### src/rtl/mult_prod_accum.sv
// Accumulates N_TERMS multiplier products per group and presents the group sum on a
// valid/ready port, holding it (and asserting busy) until the consumer accepts it.
module mult_prod_accum #(
    parameter int unsigned WIDTH   = 8,
    parameter int unsigned N_TERMS = 4,
    parameter int unsigned ACC_W   = 18
) (
    input  logic                           clk,
    input  logic                           rst_n,
    input  logic                           clear,
    input  logic [2*WIDTH-1:0]             prod,
    input  logic                           prod_done,
    output logic                           busy,
    output logic [$clog2(N_TERMS+1)-1:0]   term_cnt,
    output logic [ACC_W-1:0]               sum,
    output logic                           sum_ovf,
    output logic                           sum_valid,
    input  logic                           sum_ready,
    output logic                           err
);

    localparam int unsigned CNT_W = $clog2(N_TERMS + 1);
    localparam logic [CNT_W-1:0] LAST_CNT = CNT_W'(N_TERMS - 1);

    typedef enum logic {
        ACCUM = 1'b0,
        HOLD  = 1'b1
    } state_t;

    state_t             state_q, state_d;
    logic [ACC_W-1:0]   acc_q, acc_d;
    logic [CNT_W-1:0]   cnt_q, cnt_d;
    logic               ovf_q, ovf_d;
    logic [ACC_W-1:0]   sum_q, sum_d;
    logic               sum_ovf_q, sum_ovf_d;
    logic               sum_valid_q, sum_valid_d;
    logic               busy_q;
    logic               err_q, err_d;
    logic [ACC_W:0]     add_ext;

    // One extra bit on the adder exposes the carry-out used for the wrap flag.
    assign add_ext = {1'b0, acc_q} + (ACC_W + 1)'(prod);

    always_ff @(posedge clk) begin
        if (!rst_n || clear) begin
            state_q     <= ACCUM;
            acc_q       <= '0;
            cnt_q       <= '0;
            ovf_q       <= 1'b0;
            sum_q       <= '0;
            sum_ovf_q   <= 1'b0;
            sum_valid_q <= 1'b0;
            busy_q      <= 1'b0;
            err_q       <= 1'b0;
        end else begin
            state_q     <= state_d;
            acc_q       <= acc_d;
            cnt_q       <= cnt_d;
            ovf_q       <= ovf_d;
            sum_q       <= sum_d;
            sum_ovf_q   <= sum_ovf_d;
            sum_valid_q <= sum_valid_d;
            busy_q      <= (state_d == HOLD);
            err_q       <= err_d;
        end
    end

    always_comb begin
        state_d     = state_q;
        acc_d       = acc_q;
        cnt_d       = cnt_q;
        ovf_d       = ovf_q;
        sum_d       = sum_q;
        sum_ovf_d   = sum_ovf_q;
        sum_valid_d = sum_valid_q;
        err_d       = err_q;

        unique case (state_q)
            ACCUM: begin
                if (prod_done) begin
                    if (cnt_q == LAST_CNT) begin
                        sum_d       = add_ext[ACC_W-1:0];
                        sum_ovf_d   = ovf_q | add_ext[ACC_W];
                        sum_valid_d = 1'b1;
                        acc_d       = '0;
                        cnt_d       = '0;
                        ovf_d       = 1'b0;
                        state_d     = HOLD;
                    end else begin
                        acc_d = add_ext[ACC_W-1:0];
                        cnt_d = cnt_q + CNT_W'(1);
                        ovf_d = ovf_q | add_ext[ACC_W];
                    end
                end
            end
            HOLD: begin
                if (sum_valid_q && sum_ready) begin
                    if (prod_done && (N_TERMS == 1)) begin
                        // Single-term groups: the new product is itself the next result.
                        sum_d       = ACC_W'(prod);
                        sum_ovf_d   = 1'b0;
                        sum_valid_d = 1'b1;
                    end else if (prod_done) begin
                        sum_valid_d = 1'b0;
                        acc_d       = ACC_W'(prod);
                        cnt_d       = CNT_W'(1);
                        ovf_d       = 1'b0;
                        state_d     = ACCUM;
                    end else begin
                        sum_valid_d = 1'b0;
                        state_d     = ACCUM;
                    end
                end else if (prod_done) begin
                    err_d = 1'b1;
                end
            end
            default: state_d = ACCUM;
        endcase
    end

    assign busy      = busy_q;
    assign term_cnt  = cnt_q;
    assign sum       = sum_q;
    assign sum_ovf   = sum_ovf_q;
    assign sum_valid = sum_valid_q;
    assign err       = err_q;

endmodule
### config.mk
export PLATFORM = sky130hd
export DESIGN_NAME = mult_prod_accum
export DESIGN_NICKNAME = d
export VERILOG_FILES = /design/src/rtl/mult_prod_accum.sv
export SDC_FILE = /design/constraint.sdc
export NUM_CORES = 1
export LEC_CHECK = 0
export CAP_MARGIN = 20
export CELL_PAD_IN_SITES_DETAIL_PLACEMENT = 0
export CELL_PAD_IN_SITES_GLOBAL_PLACEMENT = 1
export CORE_ASPECT_RATIO = 1.1
export CORE_UTILIZATION = 40
export CTS_BUF_LIST = sky130_fd_sc_hd__clkbuf_4 sky130_fd_sc_hd__clkbuf_8
export CTS_CLUSTER_SIZE = 28
export DETAILED_ROUTE_END_ITERATION = 10
export GPL_TIMING_DRIVEN = 0
export PLACE_DENSITY = 0.93
export RECOVER_POWER = 50
export REMOVE_ABC_BUFFERS = 1
export SLEW_MARGIN = 25
export SYNTH_ARGS = -nofsm -noshare
export SYNTH_HDL_FRONTEND = slang
export SYNTH_SLANG_ARGS = --single-unit
### constraint.sdc
create_clock -name clk -period 2.8 [get_ports clk]
set_input_delay 0.84 -clock clk [delete_from_list [all_inputs] [get_ports clk]]
set_output_delay 0.84 -clock clk [all_outputs]
set_load 0.005 [all_outputs]
==> results.md, run 1 <==
* Status: completed
* Synth Warn # at 0
* Core area at 0.00631 mm²
* Slew at the pin with the worst max-slew slack at 0.983 ns
* Die width at 79.9 µm
* Largest area contributor in the netlist: dfxtp_1
* Vias in the first global route at 2512
* Commonest non-fill, non-tap cells in the layout: 43 x dfxtp_1, 39 x nand2_1, 35 x nor2_1
* WP data arrival at 2.97 ns
* Worst hold start: sum[3]$_SDFFE_PP0P_
* H-tree depth at 2
* Placer Congestion at 0.843
* Crit end category: register
* Buffers on Ports at 45
* Post-Synth Adder-Cell Area at 8.72%
* Final #Nets at 414
* Iter 0 DRT Violations at 117
* Flop2flop setup slack at 0.27 ns
* Commonest register cell after synthesis: dfxtp_1
* Skew final at 0.00920 ns
* Via count at 2644
* Drc violations at 0
* TritonCTS Buffers at 5
* Detailed Place HPWL at 4.79 mm
* First-pass GRT wire length at 11.7 mm
* Cell count after placement at 442
* Setup ws final at 0.0651 ns
* Die area at 0.00700 mm²
* Initial antenna violation count at 0
* Num rows at 30
* Final hold slack at 0.456 ns
* Final Util at 54.0%
* Critical Path RT at 3.03 ns
* CTS tree: done
* Ys async rst share at 0%
* Cell area after synthesis at 0.00267 mm²
* Crit Path Class: input pin to register
* Place WS at -0.639 ns
* Worst r2r path cells at 7
* F_max at 0.366 GHz
* Final instance count without filler cells at 455
* Fin crit share at 97.7%
* Simple-Gate Fraction of Synth Area at 22.1%
* GRT Util Overall at 21.5%
* Synth cell types at 55
* I/O Pins at 46
* Count of pins over their slew limit at 0
* Yosys top cell area share at 33.0%
* Post-synthesis register bit count at 44
* Worst vdd ir at 0.000221 V
* Leading cell type in the layout, fill and taps excluded: dfxtp_1
* Largest family of logic cells by synthesized area: compound AO/OA/AOI/OAI gates
* Multiplexer share of the synthesized area at 0.375%
* Min-delay worst type: register to register
* Post-Synthesis Cells at 337
* Startpoint Class: input pin
* Clock buffer depth at 2
* Worst reg2reg path startpoint: term_cnt[0]$_SDFFE_PP0P_
* Vert. Die Dim at 87.7 µm
* Root Buffer Master: clkbuf_8
* Synth Area in Compound Gates at 27.9%
* Top cells by area, synth: dfxtp_1 33%, ha_1 8.0%, a21oi_1 6.2%, o21ai_0 5.6%, nand2_1 5.5%
* Clk pin slew, worst setup/hold paths at 0.09 ns
* Area of placed instances at 0.00312 mm²
* Critical path fanouts, max at 5
* Remaining Overflow, GRT at 0
* Sequential area share after synthesis at 33.0%
* N_diodes at 0
* Post-synth EDFFs at 0
* Clk sinks at 44
* Initial DRT Pass Iterations at 4
* Final setup vio count at 0
* DRT antenna net count at 0
* Synth-to-Final Area Change at 27.7%
* Relative slew slack at 34.2%
* Worst-skew pair later-pin latency at 0.30 ns
* Tmin final at 2.73 ns
* Via/cell ratio at 5.81
* Crit path to: acc_q[16]$_SDFFE_PP0P_
* Max Cap Viol at 0
* Design Area, Final at 0.00341 mm²
* Lkg Pwr at 1.32 nW
* P per Cell Area at 391 mW/mm²
* Min-Delay Path Depth at 2
* Final hold vios at 0
* DR WL/cell at 15.7 µm
* Reg-to-Reg End: acc_q[1]$_SDFFE_PP0P_
* Largest net degree at the start of global routing at 29
* Xor and xnor area share after synthesis at 3.28%
* Final Routed Wirelength at 7.16 mm
* Mean Syn Cell Area at 7.92 µm²
* Layout cells sized above 1 at 12.5%
* Critical path launch point: prod[6]
* Initial Utilization at 42.3%
-- flip-flops by register name, summed over array words and instances, names as in the netlist --
| name | cells |
|---|---|
| busy | 1 |
| ovf_q | 1 |
| sum_valid | 1 |
| sum | 18 |
| term_cnt | 3 |
| sum_ovf | 1 |
| acc_q | 18 |
| err | 1 |
-- repair_timing --
| item | 4_1_cts | 5_1_grt |
|---|---|---|
| hold endpoints to repair | 0 | 0 |
| resized for setup | 21 | 22 |
| setup endpoints to repair | 19 | 15 |
| hold buffers | 0 | 0 |
| pin swaps | 7 | 8 |
| buffers inserted | 3 | 3 |
-- cell type report --
class / count / area [µm²]
clock inverter: 2 / 12.5
timing repair buffer: 51 / 498
tap: 80 / 100
sequential: 44 / 882
multi-input combinational: 268 / 1830
inverter: 5 / 18.8
fill: 603 / 2900
clock buffer: 5 / 68.8
-- Yosys cell counts, types with 5 or more instances --
library cell / count
nand2_1: 39
o21ai_0: 30
ha_1: 17
xnor2_1: 9
nor2b_1: 5
dfxtp_1: 44
clkbuf_1: 14
inv_1: 5
nor2_1: 35
o21a_1: 5
a221oi_1: 5
a21oi_1: 33
a211oi_1: 7
nand3_1: 14
nor3_1: 6
-- cell families after synthesis --
| group | count (synthesis) |
|---|---|
| XOR/XNOR | 10 |
| multiplexers | 1 |
| AND/OR/NAND/NOR | 125 |
| AO/OA/AOI/OAI | 114 |
| buffers and inverters | 25 |
| adder cells (fa/ha/maj) | 18 |
| flip-flops | 44 |
-- critical path, cell delays in order --
cell	delay, ns
clkdlybuf4s50_1	0.46
ha_4	0.20
a21o_1	0.19
or3_1	0.31
o21ba_1	0.21
a221o_1	0.41
o211a_1	0.25
nor3_2	0.09
-- report_power, final --
part	total (mW)	internal, mW	leakage [nW]	switching, mW
Sequential	0.647	0.638	0.357	0.00912
Combinational	0.291	0.134	0.921	0.157
Clock	0.393	0.169	0.0400	0.224
-- per-layer routing --
layer / wire, µm / track usage [%] / vias up
met1: 3220 / 25.5 / 1253
met2: 3490 / 38.3 / 68
li1: - / - / 1311
met3: 298 / 3.75 / 12
met4: 156 / 8.77 / 0
met5: 0 / 0 / -
-- through the flow --
stage               TNS, ns  power (mW)
global route        -0.0164        1.40
floorplan                 0       0.835
CTS                       0        1.32
global placement     -10.46       0.910
detailed placement    -9.23       0.915
finish                    0        1.33
-- worst min-delay path by stage --
stage / slack (ns) / to
after floorplan: 0.43 / sum_ovf$_SDFFE_PP0P_
after global placement: 0.44 / sum[6]$_SDFFE_PP0P_
after detailed placement: 0.45 / sum[5]$_SDFFE_PP0P_
after CTS: 0.46 / sum[5]$_SDFFE_PP0P_
after global routing: 0.47 / sum[3]$_SDFFE_PP0P_
final: 0.46 / sum[3]$_SDFFE_PP0P_
(Power assumes the default switching activity.)
==> inputs of run 2 (changes only) <==
CORE_UTILIZATION = 35   (was 40)
CTS_BUF_LIST = unset   (was sky130_fd_sc_hd__clkbuf_4 sky130_fd_sc_hd__clkbuf_8)
PLACE_DENSITY = 0.87   (was 0.93)
clock period = 2.3 ns   (was 2.8 ns; I/O delays follow)
==> run 2 against run 1 <==
  * The flow now finishes with violations (negative setup slack)
  * Highest routed layer unchanged
  * Sequential power grew 22%
  * Critical path type unchanged
  * First-iteration DRC count grew 41%
  * Worst hold slack got worse by 0.0042 ns
  * Total power is 40% higher
  * Global-route usage down 1.6 points
  * Core utilization decreased by 2.1 points
  * Die area grew 14%
  * Via count rose by 6.0%
  * Sequential share of layout area down 3.0 points
  * Clock skew down 0.0012 ns
==> results.md, run 2 (synthesis gave the netlist of run 1 again) <==
* Leading cell type in the layout, fill and taps excluded: dfxtp_1 (unchanged)
* Commonest non-fill, non-tap cells in the layout: 43 x dfxtp_1, 37 x nand2_1, 33 x nor2_1, 33 x buf_4, 30 x a21oi_1 (was 43 x dfxtp_1, 39 x nand2_1, 35 x nor2_1)
* Skew final at 0.00800 ns (was 0.00920 ns)
* Detailed Place HPWL at 4.98 mm (was 4.79 mm)
* Final hold vios at 0 (unchanged)
* Slowest stage delay, CP at 0.41 ns (was 0.46 ns)
* Worst vdd ir at 0.000344 V (was 0.000221 V)
* TritonCTS Buffers at 5 (unchanged)
* Final #Nets at 444 (was 414)
* Count of pins over their slew limit at 0 (unchanged)
* Buf+Inv Stages, Crit Path at 1 (unchanged)
* Initial antenna violation count at 0 (unchanged)
* Relative slew slack at 57.7% (was 34.2%)
* Root Buffer Master: clkbuf_8 (unchanged)
* Synth-to-Final Area Change at 44.6% (was 27.7%)
* Status: complete, but fails checks (was completed)
* RSZ-0062 raised after global routing: true
* Final setup vio count at 3 (was 0)
* GRT Util Overall at 19.9% (was 21.5%)
* Slew at the pin with the worst max-slew slack at 0.634 ns (was 0.983 ns)
* Num rows at 33 (was 30)
* Setup ws final at -0.0259 ns (was 0.0651 ns)
* Vias in the first global route at 2642 (was 2512)
* I/O Pins at 46 (unchanged)
* Critical-path cell list: buf_8 -> ha_4 -> a21o_1 -> or3_4 -> o21ba_4 -> a221o_1 -> o211a_1 -> nor3_2 (was clkdlybuf4s50_1 -> ha_4 -> a21o_1 -> or3_1 -> o21ba_1 -> a221o_1 -> o211a_1 -> nor3_2)
* CP top delay family: compound AO/OA/AOI/OAI gates (unchanged)
* Via/cell ratio at 5.69 (was 5.81)
* Critical Path RT at 2.53 ns (was 3.03 ns)
* Largest net degree at the start of global routing at 29 (unchanged)
* Sum Neg Setup Slack at -0.0457 ns (was 0 ns)
* Clk sinks at 44 (unchanged)
* WP data arrival at 2.56 ns (was 2.97 ns)
* Crit end category: register (unchanged)
* Layout cells sized above 1 at 26.8% (was 12.5%)
* Drc violations at 0 (unchanged)
* Worst-skew pair later-pin latency at 0.30 ns (about the same)
* Lkg Pwr at 1.49 nW (was 1.32 nW)
* DRT antenna net count at 0 (unchanged)
* Final Util at 51.9% (was 54.0%)
* Initial Utilization at 35.9% (was 42.3%)
* First-pass GRT wire length at 12.6 mm (was 11.7 mm)
* Final hold slack at 0.452 ns (was 0.456 ns)
* Crit Path Class: input pin to register (unchanged)
* Iter 0 DRT Violations at 165 (was 117)
* DR WL/cell at 16.1 µm (was 15.7 µm)
* Initial DRT Pass Iterations at 5 (was 4)
* Vert. Die Dim at 93.6 µm (was 87.7 µm)
* Slowest CP cell: a221o_1 (was clkdlybuf4s50_1)
* CTS tree: done (unchanged)
* Placer Congestion at 0.845 (was 0.843)
* N_diodes at 0 (unchanged)
* Min-delay worst type: register to register (unchanged)
* Via count at 2803 (was 2644)
* P per Cell Area at 483 mW/mm² (was 391 mW/mm²)
* Fin crit share at 101%
* Overall Power at 1.86 mW (was 1.33 mW)
* Clk pin slew, worst setup/hold paths at 0.09 ns (about the same)
* Startpoint Class: input pin (unchanged)
* F_max at 0.430 GHz
* H-tree depth at 2 (unchanged)
* Failing checks: negative setup slack
* Final Routed Wirelength at 7.92 mm (was 7.16 mm)
* Core area at 0.00743 mm² (was 0.00631 mm²)
* Critical path fanouts, max at 5 (unchanged)
* Die width at 85.3 µm (was 79.9 µm)
* Tmin final at 2.33 ns
* Buffers on Ports at 45 (unchanged)
* Die area at 0.00798 mm² (was 0.00700 mm²)
* Remaining Overflow, GRT at 0 (unchanged)
* Max Cap Viol at 0 (unchanged)
* Clock buffer depth at 2 (unchanged)
* # hold bufs at CTS at 0 (unchanged)
run 2: layer usage:
metal / part of all wire [%] / GRT usage (%) / vias to the layer above
met5: 0 / 0 / -
met4: 2.1 / 5.83 / 0
met3: 4.6 / 3.00 / 18
met2: 49 / 35.5 / 79
met1: 44 / 24.7 / 1323
li1: - / - / 1383
run 2: timing repair:
item	CTS	global route
buffers inserted	21	14
gates resized for setup	92	32
pin swaps	30	27
setup endpoints to repair	39	21
run 2: power by group:
part           total [mW]  internal [mW]  switching (mW)  leakage, nW
logic               0.457          0.226           0.231         1.08
registers           0.790          0.775          0.0148        0.357
clock network       0.616          0.327           0.289       0.0548
run 2: cell type report:
cell class / count / area (µm²)
Clock inverter: 3 / 46.3
Multi-Input combinational cell: 268 / 2040
Timing Repair Buffer: 81 / 696
Fill cell: 688 / 3570
Tap cell: 87 / 109
Inverter: 5 / 18.8
Sequential cell: 44 / 885
Clock buffer: 5 / 68.8
run 2: worst register-to-register path, delay by kind of cell (launching register included):
kind	cells	cell delay, ns
AND/OR/NAND/NOR	2	0.47
adder cells (fa/ha/maj)	1	0.22
AO/OA/AOI/OAI	4	1.08
flip-flops	1	0.39
run 2: path summary, 6_finish.rpt:
path,startpoint,end,slack [ns],depth (start not counted)
max,prod[7],acc_q[16]$_SDFFE_PP0P_,-0.03,8
min,sum[4]$_SDFFE_PP0P_,sum[4]$_SDFFE_PP0P_,0.45,2
max reg2reg,acc_q[7]$_SDFFE_PP0P_,acc_q[16]$_SDFFE_PP0P_,0.06,7
min reg2reg,sum[4]$_SDFFE_PP0P_,sum[4]$_SDFFE_PP0P_,0.45,2
run 2: through the flow:
step	cells	worst slack (ns)	instance area, µm²
2_1_floorplan	317	-0.214	2560
6_report	493	-0.0259	3860
4_1_cts	479	-0.0371	3680
5_1_grt	493	-0.0801	3860
3_5_place_dp	450	-0.998	3140
3_3_place_gp	449	-1.12	3120
